## config.mk

```make
export PLATFORM = sky130hd
export DESIGN_NAME = bus_arbiter
export DESIGN_NICKNAME = d
export VERILOG_FILES = /design/src/rtl/bus_arbiter_pkg.sv /design/src/rtl/rr_priority_picker.sv /design/src/rtl/bus_arbiter.sv
export SDC_FILE = /design/constraint.sdc
export NUM_CORES = 1
export LEC_CHECK = 0
export CAP_MARGIN = 20
export CORE_ASPECT_RATIO = 1.2
export CORE_MARGIN = 10
export CORE_UTILIZATION = 30
export CTS_BUF_LIST = sky130_fd_sc_hd__clkbuf_4
export CTS_CLUSTER_DIAMETER = 200
export DETAILED_ROUTE_END_ITERATION = 10
export MAX_ROUTING_LAYER = met4
export SYNTH_ARGS = -nofsm -noshare
export SYNTH_HDL_FRONTEND = slang
export SYNTH_HIERARCHICAL = 1
export SYNTH_SLANG_ARGS = --single-unit
```

## constraint.sdc

```tcl
create_clock -name clk -period 1.9 [get_ports clk]
set_clock_uncertainty 0.05 [all_clocks]
set_input_delay 0.475 -clock clk [delete_from_list [all_inputs] [get_ports clk]]
set_output_delay 0.475 -clock clk [all_outputs]
set_load 0.1 [all_outputs]
```

## src/rtl/bus_arbiter_pkg.sv

```systemverilog
// rtl/bus_arbiter_pkg.sv - shared state encoding and hold-counter sizing for the bus arbiter
package bus_arbiter_pkg;

    typedef enum logic [1:0] {
        IDLE    = 2'd0,
        GRANT   = 2'd1,
        RELEASE = 2'd2,
        TURN    = 2'd3
    } arbState_t;

    localparam int HOLD_W = 16;
    localparam logic [HOLD_W-1:0] HOLD_MAX = '1;

endpackage

```

## src/rtl/rr_priority_picker.sv

```systemverilog
// rtl/rr_priority_picker.sv - combinational round-robin pick: first set request at or above ptr, wrapping
module rr_priority_picker #(
    parameter int N  = 4,
    parameter int IW = (N > 1) ? $clog2(N) : 1
) (
    input  logic [N-1:0]  req,
    input  logic [IW-1:0] ptr,
    output logic          valid,
    output logic [IW-1:0] index
);

    // Scan from the farthest offset back to ptr so the nearest request wins.
    always_comb begin
        valid = 1'b0;
        index = '0;
        for (int k = N - 1; k >= 0; k--) begin
            if (req[(int'(ptr) + k) % N]) begin
                valid = 1'b1;
                index = IW'((int'(ptr) + k) % N);
            end
        end
    end

endmodule

```

## src/rtl/bus_arbiter.sv

```systemverilog
// rtl/bus_arbiter.sv - round-robin shared-bus arbiter with registered grant and hold watchdog
module bus_arbiter
    import bus_arbiter_pkg::*;
#(
    parameter int N_CORES    = 4,
    parameter int HOLD_LIMIT = 0,
    localparam int IDW       = (N_CORES > 1) ? $clog2(N_CORES) : 1
) (
    input  logic               clk,
    input  logic               reset,
    input  logic [N_CORES-1:0] bus_rq,
    input  logic               bus_ready,
    output logic [N_CORES-1:0] bus_grant,
    output logic [IDW-1:0]     grant_id,
    output logic               bus_busy,
    output logic               hold_timeout
);

    localparam logic [HOLD_W-1:0] HOLD_LIM = HOLD_W'(HOLD_LIMIT);

    arbState_t          state, nextState;
    logic [IDW-1:0]     ptr, ptrNext, grantIdNext;
    logic [N_CORES-1:0] grantNext;
    logic [HOLD_W-1:0]  holdCount, holdNext;
    logic               timeoutNext;
    logic               pickValid;
    logic [IDW-1:0]     pickIndex;

    rr_priority_picker #(
        .N  (N_CORES),
        .IW (IDW)
    ) picker (
        .req   (bus_rq),
        .ptr   (ptr),
        .valid (pickValid),
        .index (pickIndex)
    );

    assign bus_busy = (state != IDLE);

    always_comb begin
        nextState   = state;
        grantNext   = bus_grant;
        grantIdNext = grant_id;
        ptrNext     = ptr;
        holdNext    = holdCount;
        timeoutNext = 1'b0;
        case (state)
            IDLE: begin
                if (pickValid && !bus_ready) begin
                    nextState            = GRANT;
                    grantNext            = '0;
                    grantNext[pickIndex] = 1'b1;
                    grantIdNext          = pickIndex;
                    holdNext             = '0;
                end
            end
            GRANT: begin
                if (!bus_rq[grant_id]) begin
                    nextState = RELEASE;
                    grantNext = '0;
                    ptrNext   = (grant_id == IDW'(N_CORES - 1)) ? '0 : grant_id + 1'b1;
                end else begin
                    if (holdCount != HOLD_MAX)
                        holdNext = holdCount + 1'b1;
                    // Fire only on the transition into the limit so a saturated counter cannot re-trigger.
                    timeoutNext = (HOLD_LIMIT != 0) && (holdNext == HOLD_LIM) && (holdCount != HOLD_LIM);
                end
            end
            RELEASE: begin
                if (!bus_ready)
                    nextState = TURN;
            end
            TURN:    nextState = IDLE;
            default: nextState = IDLE;
        endcase
    end

    always_ff @(posedge clk or posedge reset) begin
        if (reset) begin
            state        <= IDLE;
            bus_grant    <= '0;
            grant_id     <= '0;
            ptr          <= '0;
            holdCount    <= '0;
            hold_timeout <= 1'b0;
        end else begin
            state        <= nextState;
            bus_grant    <= grantNext;
            grant_id     <= grantIdNext;
            ptr          <= ptrNext;
            holdCount    <= holdNext;
            hold_timeout <= timeoutNext;
        end
    end

endmodule
```

==> results of run 1 <==
## critical path, cell delays in order, from the launching register on
cell     delay (ns)
dfrtp_1        0.38
inv_1          0.13
ha_2           0.24
inv_1          0.08
buf_12         0.17
## Yosys cell counts (all sizes together), types with 2 or more instances
| library cell | n | area share [%] |
|---|---|---|
| nand2 | 8 | 4.5 |
| a21oi | 6 | 4.5 |
| nand2b | 3 | 2.8 |
| nor2 | 8 | 4.5 |
| buf | 2 | 1.9 |
| a211oi | 2 | 3.0 |
| mux2i | 2 | 3.0 |
| ha | 5 | 9.4 |
| dfrtp | 10 | 38 |
| inv | 4 | 2.3 |
| mux2 | 6 | 11 |
| a21o | 2 | 2.3 |
## registers in the layout, summed over array words and instances, names as in the netlist
| register | cells |
|---|---|
| bus_grant | 4 |
| grant_id | 2 |
| ptr | 2 |
| state | 2 |
## cells by family (layout without fill, tap and decap cells)
| family | count (synthesis) | count (layout) |
|---|---|---|
| AOI/OAI and AO/OA | 15 | 15 |
| adders and majority gates | 5 | 5 |
| buffers and inverters | 6 | 28 |
| DFF | 10 | 10 |
| muxes | 8 | 8 |
| other | 1 | 1 |
| and+or+nand+nor | 25 | 25 |
## per-layer routing
layer,up-vias,GRT usage [%],wire length (um)
met5,-,-,0
met4,0,5.721,45
met1,273,7.232,625
met2,11,12.32,749
met3,5,2.177,81
li1,285,-,-
## final timing paths
check / startpoint / endpoint / cells past startpoint / slack (ns)
max: state[1]$_DFFE_PP0P_ / bus_busy / 4 / 0.11
min: reset / bus_grant[2]$_DFFE_PP0P_ / 2 / 0.43
max reg2reg: grant_id[1]$_DFFE_PP0P_ / bus_grant[1]$_DFFE_PP0P_ / 5 / 0.22
min reg2reg: bus_grant[1]$_DFFE_PP0P_ / bus_grant[1]$_DFFE_PP0P_ / 1 / 0.51
max in group asynchronous: reset / grant_id[1]$_DFFE_PP0P_ / 2 / 1.06
min in group clk: bus_grant[1]$_DFFE_PP0P_ / bus_grant[1]$_DFFE_PP0P_ / 1 / 0.51
## timing repair
item | 4_1_cts | 5_1_grt
resized for setup | 1 | 4
pin swaps | 0 | 1
setup endpoints to repair | 1 | 6
## metrics by stage
step	hold WS, ns	setup WS (ns)	cells	TNS (ns)	utilization (%)
6_report	0.4317	0.1112	122	0	46.95
5_1_grt	0.4616	0.01669	122	0	46.95
3_5_place_dp	0.4892	-0.2844	118	-1.926	45.28
2_1_floorplan	0.2651	-0.06631	70	-0.2109	-
3_3_place_gp	0.4885	-0.2574	118	-1.563	45.28
4_1_cts	0.4296	0.01781	122	0	46.48
## final cells by class
| class | count | area [um^2] |
|---|---|---|
| Clock buffer | 3 | 22.52 |
| Clock inverter | 1 | 3.754 |
| Fill cell | 181 | 1111 |
| Inverter | 4 | 15.01 |
| Multi-Input combinational cell | 54 | 390.4 |
| Sequential cell | 10 | 255.2 |
| Tap cell | 30 | 37.54 |
| Timing Repair Buffer | 20 | 259.0 |
==> results.sh, run 1 <==
export IMPL_via_count=574
export IMPL_grt_total_usage_pct=7.443
export IMPL_grt_overflow_total=0
export IMPL_final_hold_viol_count=0
export IMPL_cell_count_after_synthesis=70
export IMPL_worst_min_delay_path_category="in -> async"
export IMPL_synthSimpleGateAreaFrac_pct=18.23
export IMPL_clkSinkCount=10
export IMPL_diodes=0
export IMPL_drt_pass1_iter_count=4
export IMPL_detailed_placement_wirelength_estimate_um=1256
export IMPL_rows=18
export IMPL_path_clk_slew_ns=0.06
export IMPL_synth_flop_cell="dfrtp_1"
export IMPL_cts_buffer_depth=2
export IMPL_post_cts_setup_buffers=0
export IMPL_mostFrequentLayoutCells="nor2_1 (8), nand2_1 (8), dfrtp_1 (8)"
export IMPL_post_synth_num_cell_types=27
export IMPL_netlist_area_um2=665.6
export IMPL_worstSkewPairLatency_ns=0.26
export IMPL_layout_cell_area_excl_fill_um2=983.4
export IMPL_wl_per_cell_um=12.30
export IMPL_tritoncts="yes"
export IMPL_detail_route_drc_violations=0
export IMPL_max_clock_freq_mhz=559.0
export IMPL_worst_path_max_fanout=5
export IMPL_htreeDepth=1
export IMPL_criticalPathCategory="reg -> out"
export IMPL_finalWorstPathRequiredPeriod_ns=1.789
export IMPL_rsz0062_at_grt="no"
export IMPL_area_delta_synth_final_pct=47.74
export IMPL_post_synth_cell_area_avg_um2=9.509
export IMPL_initial_utilization_pct=31.78
export IMPL_synth_area_mux_share_pct=13.72
export IMPL_synth_edff_count=0
export IMPL_timing_critical_path_to_type="output port"
export IMPL_grt_antenna_before_repair=0
export IMPL_drt_total_wl_um=1501
export IMPL_core_um2=2095
export IMPL_critPathLaunchType="register"
export IMPL_numCtsBuffers=3
export IMPL_grt_pass1_vias=638
export IMPL_critical_path_required_ns=1.37
export IMPL_numPortBuffers=13
export IMPL_hold_buffers=0
export IMPL_cp_data_arrival_time_ns=1.26
export IMPL_grt_pass1_wl_um=2670
export IMPL_drive_above_1_share_pct=30.43
export IMPL_dieHeight_um=71.60
export IMPL_final_setup_viol_count=0
export IMPL_final_nets=105
export IMPL_fraction_of_synthesized_cell_area_in_xor_and_xnor_cells_pct=0
export IMPL_synth_warnings=6
export IMPL_report_final_slew_viol_count=0
export IMPL_dpl_instance_area_um2=948.4
export IMPL_cts_root_buffer="clkbuf_4"
export IMPL_main_combinational_cell_family_by_area_after_synthesis="simple AND/OR/NAND/NOR gates"
export IMPL_postSynthNetCount=82
export IMPL_outcome="finished, final reports clean"
export IMPL_synthArstFlopShare_pct=100.0
export IMPL_viasPerCell=4.705
export IMPL_min_period_over_period_pct=94.15
export IMPL_detail_route_antenna_nets=0
export IMPL_die_w_um=63
export IMPL_synth_seq_area_share_pct=37.59
export IMPL_cap_violations=0
export IMPL_detailedRoute_firstIterationViolations=13
export IMPL_grt_start_max_net_pins=11
export IMPL_num_io_pins=15
export IMPL_globalplace_congestion=0.7506
export IMPL_fp_dieArea_um2=4511
export IMPL_yosys_register_bits=10
export IMPL_synth_adder_area_share_pct=9.398
export IMPL_synth_compound_area_share_pct=16.35
Power of run 1 is left out: the tool's default activity adds up to more than one toggle a clock period on the data nets, which glitch-free logic cannot reach.
==> inputs of run 2 (changes only) <==
--- a/config.mk
+++ b/config.mk
@@ -6,8 +6,8 @@
 export NUM_CORES = 1
 export LEC_CHECK = 0
 export CAP_MARGIN = 20
-export CORE_ASPECT_RATIO = 1.2
-export CORE_MARGIN = 10
+export CORE_ASPECT_RATIO = 1.4
+export CORE_MARGIN = 2
 export CORE_UTILIZATION = 30
 export CTS_BUF_LIST = sky130_fd_sc_hd__clkbuf_4
 export CTS_CLUSTER_DIAMETER = 200
==> run 2 against run 1 <==
Effect of this change: hold slack worse by 0.0044 ns; sequential share of layout area down 0.89 points; maximum frequency decreased by 1.3%; register-to-register slack lost 0.02 ns; utilization grew 0.93 points; die area fell by 42%; first-iteration DRC count decreased by 46%; setup slack worse by 0.023 ns; critical path type unchanged; highest routed layer unchanged.
==> results.sh, run 2 (synthesis results as in run 1) <==
export IMPL_cap_violations=0
export IMPL_grt_start_max_net_pins=11
export IMPL_drt_pass1_iter_count=4
export IMPL_cp_data_arrival_time_ns=1.29
export IMPL_worst_path_max_fanout=5
export IMPL_report_final_slew_viol_count=0
export IMPL_viasPerCell=4.924
export IMPL_mostFrequentLayoutCells="buf_4 (12), nor2_1 (8), nand2_1 (8), dfrtp_1 (8), buf_12 (7)"
export IMPL_numPortBuffers=13
export IMPL_cts_root_buffer="clkbuf_4"
export IMPL_critPathMostFrequentCell="inv_1"
export IMPL_num_io_pins=15
export IMPL_criticalPathCategory="reg -> out"
export IMPL_path_clk_slew_ns=0.07
export IMPL_cts_buffer_depth=2
export IMPL_detailed_placement_wirelength_estimate_um=1182
export IMPL_tritoncts="yes"
export IMPL_most_flops_register="bus_grant"
export IMPL_core_um2=2127
export IMPL_grt_antenna_before_repair=0
export IMPL_area_delta_synth_final_pct=53.01
export IMPL_timing_critical_path_to_type="output port"
export IMPL_wl_per_cell_um=11.92
export IMPL_layout_cells_most_common="buf_4"
export IMPL_diodes=0
export IMPL_min_period_over_period_pct=95.36
export IMPL_grt_total_usage_pct=13.22
export IMPL_dieHeight_um=59.74
export IMPL_detailedRoute_firstIterationViolations=7
export IMPL_critical_path_slowest_cell="dfrtp_1"
export IMPL_cts_repair_resized=0
export IMPL_path_cells="inv_1 -> ha_2 -> inv_1 -> buf_12"
export IMPL_finalWorstPathRequiredPeriod_ns=1.812
export IMPL_via_count=586
export IMPL_initial_utilization_pct=31.29
export IMPL_drive_above_1_share_pct=35.05
export IMPL_die_w_um=43.81
export IMPL_dpl_instance_area_um2=975.9
export IMPL_clkSinkCount=10
export IMPL_r2r_cells=5
export IMPL_layout_cell_area_excl_fill_um2=1018
export IMPL_fp_dieArea_um2=2617
export IMPL_largest_register_ffs=4
export IMPL_reg2reg_setup_slack_ns=0.20
export IMPL_rows=20
export IMPL_hold_buffers=0
export IMPL_final_core_util_pct=47.88
export IMPL_htreeDepth=1
export IMPL_rsz0062_at_grt="no"
export IMPL_detail_route_drc_violations=0
export IMPL_critPathLaunchType="register"
export IMPL_worst_min_delay_path_category="in -> async"
export IMPL_globalplace_congestion=0.7104
export IMPL_grt_pass1_vias=596
export IMPL_worstSkewPairLatency_ns=0.27
export IMPL_worst_r2r_startpoint="grant_id[1]$_DFFE_PP0P_"
export IMPL_worst_hold_slack_ns=0.4273
export IMPL_post_cts_setup_buffers=0
export IMPL_max_stage_delay_ns=0.38
export IMPL_numCtsBuffers=3
export IMPL_final_setup_viol_count=0
export IMPL_critical_path_required_ns=1.37
export IMPL_outcome="finished, final reports clean"
export IMPL_grt_overflow_total=0
export IMPL_final_nets=110
export IMPL_detail_route_antenna_nets=0
export IMPL_drt_total_wl_um=1419
export IMPL_r2r_end="bus_grant[1]$_DFFE_PP0P_"
export IMPL_max_clock_freq_mhz=551.9
export IMPL_final_hold_viol_count=0
export IMPL_grt_pass1_wl_um=2408
[run 2: changes by cell type in the layout (fill, tap and decap cells not counted), sizes merged]
cell and change:
clkinv -1, dlygate4sd2 -1, clkbuf +1, buf +5, dlymetal6s2s +1
[run 2: final cells by class]
cell class	instances	area, um^2
Tap cell	22	27.53
Timing Repair Buffer	25	300.3
Fill cell	197	1109
Inverter	4	15.01
Clock buffer	4	30.03
Sequential cell	10	255.2
Multi-Input combinational cell	54	390.4
[run 2: how the worst max path moves through the flow]
| stage | startpoint | end | slack [ns] |
|---|---|---|---|
| floorplan | grant_id[1]$_DFFE_PP0P_ | bus_grant[0]$_DFFE_PP0P_ | -0.07 |
| global placement | bus_rq[1] | bus_grant[1]$_DFFE_PP0P_ | -0.23 |
| detailed placement | bus_rq[3] | bus_grant[1]$_DFFE_PP0P_ | -0.25 |
| CTS | bus_rq[3] | bus_grant[1]$_DFFE_PP0P_ | 0.01 |
| global route | state[1]$_DFFE_PP0P_ | bus_busy | 0.02 |
| finish | state[1]$_DFFE_PP0P_ | bus_busy | 0.09 |
[run 2: routing by layer]
metal | track usage (%) | vias up | wire length [um]
met3 | 0.9063 | 5 | 33
met4 | 11.69 | 0 | 53
li1 | - | 295 | -
met1 | 14.20 | 276 | 594
met5 | - | - | 0
met2 | 21.43 | 10 | 738
[run 2: metrics by stage]
step | setup WS (ns) | std cells | setup TNS (ns)
2_1_floorplan | -0.06631 | 70 | -0.2109
3_3_place_gp | -0.2312 | 115 | -1.441
3_5_place_dp | -0.2546 | 115 | -1.689
4_1_cts | 0.01385 | 119 | 0
5_1_grt | 0.01957 | 119 | 0
6_report | 0.08814 | 119 | 0
[run 2: critical path: cells and delay by family (launching register included)]
family     cells  cell delay, ns
fa+ha+maj      1            0.26
flops          1            0.38
buf+inv        3            0.39
Power of run 2 is left out for the same reason.
==> inputs of run 3 (changes only) <==
--- a/config.mk
+++ b/config.mk
@@ -5,6 +5,7 @@
 export SDC_FILE = /design/constraint.sdc
 export NUM_CORES = 1
 export LEC_CHECK = 0
+export ABC_AREA = 1
 export CAP_MARGIN = 20
 export CORE_ASPECT_RATIO = 1.4
 export CORE_MARGIN = 2
==> run 3 against run 2 <==
Effect of this change: synthesized cell count rose by 77%; count of clock-buffer cells in the layout fell by 1; cell count rose by 50%; die area rose by 25%; global-route usage rose by 0.38 points; utilization fell by 3.7 points; register-to-register slack got worse by 0.02 ns; hold slack improved by 0.0010 ns; synthesized area rose by 28%; critical path depth did not move; via count rose by 40%; largest cell class unchanged.
==> results.sh, run 3 <==
export IMPL_globalplace_congestion=0.7919
export IMPL_finalWorstPathRequiredPeriod_ns=1.783
export IMPL_critPathLaunchType="register"
export IMPL_fill_cell_total_of_the_finished_layout=268
export IMPL_cap_violations=0
export IMPL_synth_area_mux_share_pct=0
export IMPL_worst_slack_ns=0.1173
export IMPL_worstSkewPairLatency_ns=0.27
export IMPL_final_hold_viol_count=0
export IMPL_rows=22
export IMPL_grt_antenna_before_repair=0
export IMPL_cts_root_buffer="clkbuf_4"
export IMPL_path_clk_slew_ns=0.06
export IMPL_viasPerCell=4.570
export IMPL_fraction_of_synthesized_cell_area_in_xor_and_xnor_cells_pct=0
export IMPL_worst_r2r_startpoint="ptr[0]$_DFFE_PP0P_"
export IMPL_synth_edff_count=0
export IMPL_via_count=818
export IMPL_synth_most_common_cell="nand2_1"
export IMPL_drive_above_1_share_pct=32.87
export IMPL_grt_pass1_wl_um=3408
export IMPL_area_delta_synth_final_pct=38.68
export IMPL_final_setup_viol_count=0
export IMPL_rsz0062_at_grt="no"
export IMPL_numPortBuffers=13
export IMPL_final_core_util_pct=44.19
export IMPL_cell_count_after_synthesis=124
export IMPL_yosys_top_cells_count="nand2_1 (43), inv_1 (14), nand3_1 (14), dfrtp_1 (10), nand2_2 (6)"
export IMPL_fp_dieArea_um2=3284
export IMPL_critical_path_startpoint="state[0]$_DFFE_PP0P_"
export IMPL_hold_buffers=0
export IMPL_initial_utilization_pct=31.87
export IMPL_grt_pass1_vias=841
export IMPL_most_flops_register="bus_grant"
export IMPL_postSynthNetCount=136
export IMPL_grt_start_max_net_pins=11
export IMPL_layout_cells_most_common="nand2_1"
export IMPL_synth_seq_area_share_pct=29.41
export IMPL_core_um2=2670
export IMPL_synth_warnings=6
export IMPL_post_synth_cell_area_avg_um2=6.861
export IMPL_main_combinational_cell_family_by_area_after_synthesis="simple AND/OR/NAND/NOR gates"
export IMPL_cts_buffer_depth=2
export IMPL_numCtsBuffers=3
export IMPL_detailedRoute_firstIterationViolations=14
export IMPL_synthSimpleGateAreaFrac_pct=45.29
export IMPL_mostFrequentLayoutCells="nand2_1 (40), inv_1 (12), nand3_1 (12)"
export IMPL_detailed_placement_wirelength_estimate_um=1514
export IMPL_grt_overflow_total=0
export IMPL_dp_worst_setup_slack_ns=-0.2449
export IMPL_outcome="finished, final reports clean"
export IMPL_detail_route_antenna_nets=0
export IMPL_synth_adder_area_share_pct=7.353
export IMPL_synth_top_area_share_pct=29.41
export IMPL_max_clock_freq_mhz=560.9
export IMPL_yosys_register_bits=10
export IMPL_netlist_area_um2=850.8
export IMPL_post_synth_num_cell_types=25
export IMPL_clkSinkCount=10
export IMPL_drt_total_wl_um=1859
export IMPL_post_cts_setup_buffers=0
export IMPL_synthArstFlopShare_pct=100.0
export IMPL_critical_path_required_ns=1.37
export IMPL_largest_register_ffs=4
export IMPL_wl_per_cell_um=10.39
export IMPL_final_nets=157
export IMPL_worst_min_delay_path_category="in -> async"
export IMPL_worst_path_max_fanout=3
export IMPL_synth_flop_cell="dfrtp_1"
export IMPL_tritoncts="yes"
export IMPL_dieHeight_um=67.01
export IMPL_drt_pass1_iter_count=4
export IMPL_timing_critical_path_to_type="output port"
export IMPL_num_io_pins=15
export IMPL_synth_top_area_cell="dfrtp_1"
export IMPL_grt_total_usage_pct=13.60
export IMPL_criticalPathCategory="reg -> out"
export IMPL_cp_data_arrival_time_ns=1.26
export IMPL_min_period_over_period_pct=93.83
export IMPL_die_w_um=49.01
export IMPL_detail_route_drc_violations=0
export IMPL_synth_compound_area_share_pct=6.324
export IMPL_htreeDepth=1
export IMPL_synth_area_top_cells="dfrtp_1 (29%), nand2_1 (19%), nand3_1 (8.2%), ha_1 (7.4%), inv_1 (6.2%)"
export IMPL_diodes=0
export IMPL_report_final_slew_viol_count=0
[run 3: changes by cell type in the layout (fill, tap and decap cells not counted), sizes merged, moves of 4 or more]
cell   previous run  this run
buf              19        13
inv               4        17
o21ai             1         5
nor3              0         4
nand3             0        17
mux2              6         0
nand2             8        50
a21oi             6         2
[run 3: kinds of logic (layout without fill, tap and decap cells)]
kind of cell,after synthesis,in the layout
AOI/OAI and AO/OA,8,8
DFF,10,10
buffers and inverters,21,40
adders and majority gates,5,5
other,1,1
and+or+nand+nor,79,79
[run 3: what timing repair did]
action | CTS | global route
gates resized for setup | 0 | 15
endpoints found under the hold margin | 0 | 0
setup endpoints to repair | 0 | 8
[run 3: routing by layer]
layer  GRT usage (%)  share of wire, %  vias to the layer above
met3           2.018               2.2                        5
met1           14.44                41                      380
met5               -                 0                        -
met2           24.49                55                       12
met4           7.143               1.9                        0
li1                -                 -                      421
[run 3: path summary, 6_finish.rpt]
kind | end | slack (ns) | depth (start not counted)
worst max-delay path | bus_busy | 0.12 | 4
worst max register to register | state[0]$_DFFE_PP0P_ | 0.18 | 9
worst min-delay path | ptr[1]$_DFFE_PP0P_ | 0.43 | 2
worst min register to register | state[0]$_DFFE_PP0P_ | 0.47 | 2
max in group asynchronous | ptr[0]$_DFFE_PP0P_ | 1.08 | 2
min in group clk | state[0]$_DFFE_PP0P_ | 0.47 | 2
[run 3: stage by stage]
step           hold slack, ns  setup TNS (ns)  instance area, um^2  instances
6_report               0.4283               0                 1180        179
5_1_grt                0.4562               0                 1180        179
4_1_cts                0.4534               0                 1137        179
3_5_place_dp           0.4587          -1.453                 1115        176
3_3_place_gp           0.4483          -1.280                 1115        176
2_1_floorplan          0.2652               0                850.8        124
[run 3: layout make-up]
| cell class | count | area (um^2) | share of cell area, % |
|---|---|---|---|
| clock buffers | 3 | 22.52 | 1.909 |
| multi-input cells | 93 | 536.8 | 45.49 |
| well taps | 36 | 45.04 | 3.818 |
| inverters | 18 | 68.82 | 5.832 |
| flip-flops and latches | 10 | 251.5 | 21.31 |
| repair buffers | 19 | 255.2 | 21.63 |
[run 3: worst max-delay path, cell delays in order (launching register included)]
cell     delay, ns
dfrtp_1       0.38
inv_1         0.09
ha_1          0.24
inv_2         0.10
buf_12        0.17
Power of run 3 is left out for the same reason.
